### config.mk
export PLATFORM = sky130hd
export DESIGN_NAME = led_pattern_ctrl_flat
export DESIGN_NICKNAME = d
export VERILOG_FILES = /design/src/rtl/led_pattern_ctrl_if.sv /design/src/rtl/led_pattern_ctrl.sv /design/src/flat_wrapper.sv
export SDC_FILE = /design/constraint.sdc
export NUM_CORES = 1
export LEC_CHECK = 0
export CORE_MARGIN = 10
export CORE_UTILIZATION = 50
export DETAILED_ROUTE_END_ITERATION = 10
export PLACE_DENSITY = 0.74
export SYNTH_ARGS = -nofsm -noshare
export SYNTH_HDL_FRONTEND = slang
export SYNTH_SLANG_ARGS = --single-unit
### constraint.sdc
create_clock -name clk -period 4.4 [get_ports clk]
set_clock_uncertainty 0.05 [all_clocks]
set_input_delay 0.44 -clock clk [delete_from_list [all_inputs] [get_ports clk]]
set_output_delay 0.44 -clock clk [all_outputs]
set_load 0.03 [all_outputs]
### src/rtl/led_pattern_ctrl_if.sv
// ----------------------------------------------------------------------------
// led_pattern_if : key inputs and display outputs of led_pattern_ctrl.
//   master : key source / display consumer (board glue or testbench)
//   slave  : the pattern controller itself
// ----------------------------------------------------------------------------
interface led_pattern_if #(
    parameter int WIDTH = 8
);
    logic             key_add;
    logic             key_sub;
    logic             key_shift_left;
    logic             key_shift_right;
    logic             key_mode;
    logic [WIDTH-1:0] led;
    logic [1:0]       mode;
    logic             step;

    modport master (
        output key_add, key_sub, key_shift_left, key_shift_right, key_mode,
        input  led, mode, step
    );

    modport slave (
        input  key_add, key_sub, key_shift_left, key_shift_right, key_mode,
        output led, mode, step
    );
endinterface

### src/rtl/led_pattern_ctrl.sv
// ----------------------------------------------------------------------------
// led_pattern_ctrl : key-driven LED pattern generator.
//   MANUAL    : add / sub / shift-left / shift-right on key rising edges
//   COUNT_UP  : led + 1 every TICK_DIV clocks
//   RUN_LEFT  : rotate left every TICK_DIV clocks
//   RUN_RIGHT : rotate right every TICK_DIV clocks
// key_mode rising edges cycle through the four modes.
//
// Build option: define LED_SATURATE_EN to make add / COUNT_UP hold at
// all-ones and sub hold at zero; without it they wrap modulo 2^WIDTH.
// ----------------------------------------------------------------------------
module led_pattern_ctrl #(
    parameter int WIDTH    = 8,
    parameter int TICK_DIV = 1000
) (
    input  logic            clk,
    input  logic            reset,
    led_pattern_if.slave    bus
);

    localparam int CNT_W = (TICK_DIV > 2) ? $clog2(TICK_DIV) : 1;

    typedef enum logic [1:0] {
        MANUAL    = 2'b00,
        COUNT_UP  = 2'b01,
        RUN_LEFT  = 2'b10,
        RUN_RIGHT = 2'b11
    } mode_t;

    // ------------------------------------------------------------------
    // Value arithmetic helpers
    // ------------------------------------------------------------------
    function automatic logic [WIDTH-1:0] inc_val(input logic [WIDTH-1:0] v);
`ifdef LED_SATURATE_EN
        return (&v) ? v : v + WIDTH'(1);
`else
        return v + WIDTH'(1);
`endif
    endfunction

    function automatic logic [WIDTH-1:0] dec_val(input logic [WIDTH-1:0] v);
`ifdef LED_SATURATE_EN
        return (v == '0) ? v : v - WIDTH'(1);
`else
        return v - WIDTH'(1);
`endif
    endfunction

    function automatic logic [WIDTH-1:0] rot_left(input logic [WIDTH-1:0] v);
        return {v[WIDTH-2:0], v[WIDTH-1]};
    endfunction

    function automatic logic [WIDTH-1:0] rot_right(input logic [WIDTH-1:0] v);
        return {v[0], v[WIDTH-1:1]};
    endfunction

    function automatic mode_t next_mode(input mode_t m);
        mode_t r;
        case (m)
            MANUAL:   r = COUNT_UP;
            COUNT_UP: r = RUN_LEFT;
            RUN_LEFT: r = RUN_RIGHT;
            default:  r = MANUAL;
        endcase
        return r;
    endfunction

    // ------------------------------------------------------------------
    // Stage p1: one-cycle delayed key samples for edge detection
    // ------------------------------------------------------------------
    logic key_add_p1;
    logic key_sub_p1;
    logic key_shl_p1;
    logic key_shr_p1;
    logic key_mode_p1;

    // Delay each key by one cycle; cleared by reset so a key held across
    // reset release registers as a fresh edge.
    always_ff @(posedge clk) begin
        if (reset) begin
            key_add_p1  <= 1'b0;
            key_sub_p1  <= 1'b0;
            key_shl_p1  <= 1'b0;
            key_shr_p1  <= 1'b0;
            key_mode_p1 <= 1'b0;
        end else begin
            key_add_p1  <= bus.key_add;
            key_sub_p1  <= bus.key_sub;
            key_shl_p1  <= bus.key_shift_left;
            key_shr_p1  <= bus.key_shift_right;
            key_mode_p1 <= bus.key_mode;
        end
    end

    logic add_edge;
    logic sub_edge;
    logic shl_edge;
    logic shr_edge;
    logic mode_edge;

    assign add_edge  = bus.key_add         & ~key_add_p1;
    assign sub_edge  = bus.key_sub         & ~key_sub_p1;
    assign shl_edge  = bus.key_shift_left  & ~key_shl_p1;
    assign shr_edge  = bus.key_shift_right & ~key_shr_p1;
    assign mode_edge = bus.key_mode        & ~key_mode_p1;

    // ------------------------------------------------------------------
    // Mode FSM, prescaler and registered display outputs
    // ------------------------------------------------------------------
    mode_t            mode_q;
    mode_t            mode_nxt;
    logic [WIDTH-1:0] led_q;
    logic             step_q;
    logic [CNT_W-1:0] cnt_q;
    logic             tick;

    assign mode_nxt = next_mode(mode_q);
    assign tick     = (mode_q != MANUAL) && (cnt_q == CNT_W'(TICK_DIV - 1));

    // Single state machine: a mode transition takes precedence over any
    // action in the same cycle (manual key or auto tick), restarts the
    // prescaler, and seeds the running-light modes with a lit bit.
    always_ff @(posedge clk) begin
        if (reset) begin
            mode_q <= MANUAL;
            led_q  <= '0;
            step_q <= 1'b0;
            cnt_q  <= '0;
        end else begin
            step_q <= 1'b0;
            if (mode_edge) begin
                mode_q <= mode_nxt;
                cnt_q  <= '0;
                if (((mode_nxt == RUN_LEFT) || (mode_nxt == RUN_RIGHT)) && (led_q == '0)) begin
                    led_q <= WIDTH'(1);
                end
            end else if (mode_q == MANUAL) begin
                cnt_q <= '0;
                if (add_edge) begin
                    led_q  <= inc_val(led_q);
                    step_q <= 1'b1;
                end else if (sub_edge) begin
                    led_q  <= dec_val(led_q);
                    step_q <= 1'b1;
                end else if (shl_edge) begin
                    led_q  <= led_q << 1;
                    step_q <= 1'b1;
                end else if (shr_edge) begin
                    led_q  <= led_q >> 1;
                    step_q <= 1'b1;
                end
            end else if (tick) begin
                cnt_q  <= '0;
                step_q <= 1'b1;
                case (mode_q)
                    COUNT_UP: led_q <= inc_val(led_q);
                    RUN_LEFT: led_q <= rot_left(led_q);
                    default:  led_q <= rot_right(led_q);
                endcase
            end else begin
                cnt_q <= cnt_q + CNT_W'(1);
            end
        end
    end

    assign bus.led  = led_q;
    assign bus.mode = mode_q;
    assign bus.step = step_q;

endmodule

### src/flat_wrapper.sv
// flat-port wrapper written by rule: the top's interface ports become plain ports
module led_pattern_ctrl_flat 
#(
    parameter int WIDTH    = 8,
    parameter int TICK_DIV = 1000
)
  (clk, reset, bus_key_add, bus_key_sub, bus_key_shift_left, bus_key_shift_right, bus_key_mode, bus_led, bus_mode, bus_step);
  led_pattern_if #(.WIDTH(WIDTH)) bus_i ();
  input  logic clk;
  input  logic reset;
  input wire logic [$bits(bus_i.key_add)-1:0] bus_key_add;
  input wire logic [$bits(bus_i.key_sub)-1:0] bus_key_sub;
  input wire logic [$bits(bus_i.key_shift_left)-1:0] bus_key_shift_left;
  input wire logic [$bits(bus_i.key_shift_right)-1:0] bus_key_shift_right;
  input wire logic [$bits(bus_i.key_mode)-1:0] bus_key_mode;
  output wire logic [$bits(bus_i.led)-1:0] bus_led;
  output wire logic [$bits(bus_i.mode)-1:0] bus_mode;
  output wire logic [$bits(bus_i.step)-1:0] bus_step;
  assign bus_i.key_add = bus_key_add;
  assign bus_i.key_sub = bus_key_sub;
  assign bus_i.key_shift_left = bus_key_shift_left;
  assign bus_i.key_shift_right = bus_key_shift_right;
  assign bus_i.key_mode = bus_key_mode;
  assign bus_led = bus_i.led;
  assign bus_mode = bus_i.mode;
  assign bus_step = bus_i.step;
  led_pattern_ctrl #(.WIDTH(WIDTH), .TICK_DIV(TICK_DIV)) u_core (.clk(clk), .reset(reset), .bus(bus_i));
endmodule
After elaboration in Yosys (flattened, before gate mapping)

Cells that the tools add are included.

Bits in registers: 26
Output and inout port bits: 11
Input bits: 7
Word-level logic and storage cells: 55

Equality and inequality tests: 7
Multiplexer cells: 16
$add $sub $neg: 3
Reductions and logical operators: 10
Bitwise operators: 10

Operators by type and width:

| cell                  | number |
|---|---|
| $mux 8                | 8 |
| $pmux 8 s2            | 1 |
| $add 10x1->10 const B | 1 |
| $eq 10x10->1 const B  | 1 |
| $add 8x1->8 const B   | 1 |
| $logic_not 8->1       | 1 |
| $sub 8x1->8 const B   | 1 |
| $eq 2x2->1 const B    | 3 |
| $mux 1                | 6 |
| $ne 6x1->1 const B    | 1 |
| $pmux 2 s3            | 1 |
| $and 1x1->1           | 5 |
| $not 1->1             | 5 |
| $reduce_or 4->1       | 1 |
| $reduce_and 3->1      | 1 |
| $reduce_bool 3->1     | 1 |
| $eq 2x1->1 const B    | 1 |
| $logic_and 1x1->1     | 2 |
| $logic_not 2->1       | 1 |
| $ne 2x2->1 const B    | 1 |
| $reduce_bool 2->1     | 1 |
| $reduce_or 2->1       | 1 |
| $logic_or 1x1->1      | 1 |

Depth between registers and ports, before layout

Word-level depth: 8
Gate-level depth with buffers: 8
Gate-level depth less buffers: 7

Worst setup path before layout

No wires, ideal clock.

Path type: register -> register
Start point: register u_core.mode_q[0], in the netlist u_core.bus.mode[0]
End point: register u_core.led_q[1], in the netlist u_core.bus.led[1]
Data required time: 4.217 ns
Path slack: 2.230 ns
Buffers on the path: 1
Period minus slack after synthesis: 2.170 ns
Stages on the path, launching flop included: 9
Library setup time: 0.133 ns
Arrival: 1.987 ns
Path through: dfxtp_1 inv_1 ha_1 clkbuf_1 clkinv_1 a221oi_1 nor3_1 a211oi_1 nor3_1

Longest elaborated chain between the ends: 7
Elaborated cells on any way between the ends: 18
Classes of those cells: eq/ne (6); mux (5); reduce/logical (7)

RTL lines:

| element                                  | line                    | source |
|---|---|---|
| start: declaration                       | led_pattern_ctrl.sv:110 | `mode_t mode_q;` |
| start signal: assignment                 | led_pattern_ctrl.sv:132 | `mode_q <= mode_nxt;` |
| $eq 2x2->1, or another cell as far along | led_pattern_ctrl.sv:59  | `case (m)` |
| $pmux 2 s3 *                             | led_pattern_ctrl.sv:59  |  |
| named net u_core.mode_nxt[1]             | led_pattern_ctrl.sv:111 | `mode_t mode_nxt;` |
| $eq 2x2->1                               | led_pattern_ctrl.sv:134 | `if (((mode_nxt == RUN_LEFT) \|\| (mode_nxt == RUN_RIGHT)) && (led_q == '0)) begin` |
| $logic_or 1x1->1 *                       | led_pattern_ctrl.sv:134 |  |
| $logic_and 1x1->1 *                      | led_pattern_ctrl.sv:134 |  |
| $ne 2x2->1 (no line) *                   | --                      |  |
| $reduce_and 3->1 (no line) *             | --                      |  |
| end signal: assignment                   | led_pattern_ctrl.sv:140 | `led_q <= inc_val(led_q);` |
| end signal: assignment                   | led_pattern_ctrl.sv:143 | `led_q <= dec_val(led_q);` |
| end signal: assignment                   | led_pattern_ctrl.sv:146 | `led_q <= led_q << 1;` |
| end: declaration                         | led_pattern_ctrl.sv:112 | `logic [WIDTH-1:0] led_q;` |

The timed path passes the listed nets; every way through them passes the cells marked *. The select of a mux whose other input is x is not followed.
A chain may end at the register's enable or synchronous reset.

Worst setup path in the final report

Start point: input bus_key_sub
End point: register u_core.led_q[4], in the netlist u_core.bus.led[4]

Longest elaborated chain between the ends: 5
Elaborated cells on any way between the ends: 7
Classes of those cells: eq/ne (1); mux (4); bitwise (1); reduce/logical (1)

RTL lines:

| element            | line                    | source |
|---|---|---|
| start: declaration | flat_wrapper.sv:12      | `input wire logic [$bits(bus_i.key_sub)-1:0] bus_key_sub;` |
| $and 1x1->1 *      | led_pattern_ctrl.sv:102 | `assign sub_edge = bus.key_sub & ~key_sub_p1;` |
| $mux 8             | led_pattern_ctrl.sv:142 | `end else if (sub_edge) begin` |
| $mux 8             | led_pattern_ctrl.sv:139 | `if (add_edge) begin` |
| $mux 8             | led_pattern_ctrl.sv:137 | `end else if (mode_q == MANUAL) begin` |
| $mux 8             | led_pattern_ctrl.sv:131 | `if (mode_edge) begin` |

Mark *: on every way between the ends. The rest lies on a longest branch, timed or not.

==> impl_metrics.json <==
{
  "area_delta_synth_final_pct": 11.0,
  "synth_edf_count": 0,
  "core_area_um2": 3420,
  "ctsHoldBuffers": 0,
  "rows": 21,
  "wire_per_inst_um": 15.7,
  "vias": 1802,
  "drtPass1Iterations": 10,
  "ant_nets": 0,
  "p_leak_uw": 0.000706,
  "synth-seq-cells": 26,
  "r2r-end": "u_core.bus.led[4]",
  "grt_use_total_pct": 14.2,
  "viasPerCell": 6.24,
  "failed_checks": "DRC",
  "tritoncts": "built",
  "ioPinCount": 18,
  "peakVddDrop_uv": 151,
  "slew-limit-headroom_pct": 40.5,
  "critPathMaxFanout": 14,
  "hold_path.class": "reg -> reg",
  "post_cts_buffers": 0,
  "crit_end": "u_core.bus.led[4]",
  "min_period_ns": 2.64,
  "die_h_um": 80.1,
  "worstHoldPathCells": 1,
  "grt_pass1_vias": 1504,
  "p_per_area_nw_per_um2": 350,
  "nets": 258,
  "dpl_cell_area_um2": 1950,
  "ys_seq_area_share_pct": 28.8,
  "port_buffers": 17,
  "post-route-period-util_pct": 60.1,
  "finalInstanceArea_um2": 2000,
  "fin_tns_setup_ns": 0,
  "antenna_found_initial": 0,
  "end_kind": "flop",
  "async_flop_share_pct": 0,
  "totalWireLength_um": 4540,
  "gr-total-overflow": 0,
  "drive_above_1_share_pct": 4.53,
  "start_util_pct": 52.8,
  "clk_path_buf_depth": 2,
  "rrSetupSlack_ns": 1.97,
  "insertion_delay_ns": 0.32,
  "maxCapViolCount": 0,
  "avgSynthCellArea_um2": 7.46,
  "cts_buffers": 3,
  "ctsResizeCount": 0,
  "reg2reg_from": "u_core.bus.led[0]",
  "grt_pass1_wl_um": 7500,
  "ys.warnings.count": 0,
  "yosys.cell_types.count": 44,
  "clock_sinks": 26,
  "die-area_um2": 6410,
  "hold_viol_final": 0,
  "reg2reg_depth": 7,
  "postSynthCellCount": 242,
  "grt_start_max_net_pins": 24,
  "diodes": 0,
  "cp-start-kind": "primary input",
  "critical_path_class": "in -> reg",
  "drc": 1,
  "clkSlewWorstSetupHoldPaths_ns": 0.15,
  "worstMarginPinSlew_ns": 0.891,
  "syn-num-nets": 256,
  "finalWeightedCongestion": 0.946,
  "drv_slew": 0,
  "die_w_um": 80.1,
  "status": "finished, violations left",
  "yosys-top-cells-area": "dfxtp_1 (29%), nor2_1 (6.9%), nand2_1 (5.2%)",
  "cts-root-buf": "clkbuf_4",
  "fmax_ghz": 0.378,
  "critPathArrivalTime_ns": 2.85,
  "grt_setup_unrepaired": "false",
  "drt-initial-drc-count": 167,
  "place_hpwl_um": 3220,
  "setup_violations": 0,
  "crit_required_ns": 4.61,
  "synth_top_area_share_pct": 28.8,
  "htreeDepth": 1,
  "synth_area_um2": 1800,
  "cp-startpoint": "bus_key_sub",
  "synth_top_flop_cell": "dfxtp_1",
  "synth_area_leader_cell": "dfxtp_1"
}
[layer usage]
| layer | vias to the layer above | GRT usage, % | wire length, um |
|---|---|---|---|
| met5 | - | 0 | 0 |
| met1 | 845 | 19.6 | 2010 |
| met2 | 82 | 21.7 | 2100 |
| met3 | 13 | 2.67 | 362 |
| li1 | 862 | - | - |
| met4 | 0 | 3.87 | 74 |
[state kept, by name, indices dropped and copies added, names as in the netlist]
| register | cells |
|---|---|
| u_core.bus.step | 1 |
| u_core.key_mode_p1 | 1 |
| u_core.bus.mode | 2 |
| u_core.key_shr_p1 | 1 |
| u_core.key_sub_p1 | 1 |
| u_core.key_shl_p1 | 1 |
| u_core.cnt_q | 10 |
| u_core.bus.led | 8 |
| u_core.key_add_p1 | 1 |
[metrics by stage]
| step | total power, uW | utilization, % | cells | worst slack (ns) | hold slack (ns) |
|---|---|---|---|---|---|
| after detailed placement | 537 | 57.1 | 285 | 1.44 | 0.404 |
| after floorplan | 468 | - | 242 | 2.23 | 0.376 |
| after CTS | 700 | 58.6 | 289 | 1.81 | 0.435 |
| after global placement | 537 | 57.1 | 285 | 1.51 | 0.393 |
| final | 702 | 58.6 | 289 | 1.76 | 0.438 |
| after global routing | 739 | 58.6 | 289 | 1.57 | 0.449 |
[critical path, stage by stage]
cell	delay (ns)
clkdlybuf4s50_1	0.48
nor2b_1	0.72
nor2_1	0.24
a311oi_2	0.57
o221ai_1	0.23
a21oi_1	0.16
[how the worst min path moves through the flow]
stage | startpoint | end | slack, ns
floorplan | u_core.cnt_q[0] | u_core.cnt_q[0] | 0.38
global placement | u_core.cnt_q[0] | u_core.cnt_q[0] | 0.39
detailed placement | u_core.cnt_q[0] | u_core.cnt_q[0] | 0.40
global route | u_core.cnt_q[0] | u_core.cnt_q[0] | 0.45
CTS | u_core.cnt_q[0] | u_core.cnt_q[0] | 0.43
finish | u_core.cnt_q[0] | u_core.cnt_q[0] | 0.44
[cells in the final DEF, fill, tap and decap left out, types with 2 or more instances in the layout]
cell,instances
a2111oi_0,2
a211oi_1,6
a21oi_1,12
a221o_1,2
a221oi_1,3
a311oi_1,2
a31oi_1,2
and3_1,7
clkbuf_4,3
clkdlybuf4s50_1,17
dfxtp_1,26
ha_1,7
inv_1,6
mux2_2,2
nand2_1,25
nand2b_1,3
nand3_1,16
nand4_1,2
nor2_1,33
nor2b_1,9
nor3_1,8
nor4_2,2
o211ai_1,3
o21ai_0,8
o221ai_1,2
o31ai_1,3
xnor2_1,7
xor2_1,8
[synthesized netlist by cell type (all sizes together), types with 2 or more instances]
cell	n
buf	9
nor4	3
a311oi	3
nor2b	9
a31oi	2
a2111oi	2
mux2	2
a21oi	12
o221ai	2
nand2	25
dfxtp	26
a211oi	7
o21ai	8
and3	7
nand4	2
a221oi	3
o211ai	3
nor3	8
xor2	8
clkbuf	12
ha	7
nand2b	3
xnor2	7
inv	6
a221o	2
nor2	33
o31ai	3
nand3	16
[logic make-up (layout without fill, tap and decap cells)]
kind of cell / after synthesis / count (layout) / synth area share (%)
flip-flops: 26 / 26 / 28.8
adder cells (fa/ha/maj): 7 / 7 / 4.85
buffers and inverters: 28 / 29 / 6.38
AND/OR/NAND/NOR: 109 / 109 / 29.2
XOR/XNOR: 15 / 15 / 7.28
AO/OA/AOI/OAI: 54 / 54 / 21.6
multiplexers: 3 / 3 / 1.80
[area by class of cell]
cell class                 count  area (um2)
clock buffer                   3        22.5
inverter                       7        26.3
sequential                    26         520
tap                           46        57.6
timing repair buffer          18         178
clock inverter                 1        30.0
multi-input combinational    188        1170
fill                         342        1410
[power breakdown]
part	switching [uW]	internal, uW
Clock	73.1	92.1
Combinational	143	101
Sequential	41.9	251
Power figures use the tool's default switching activity.
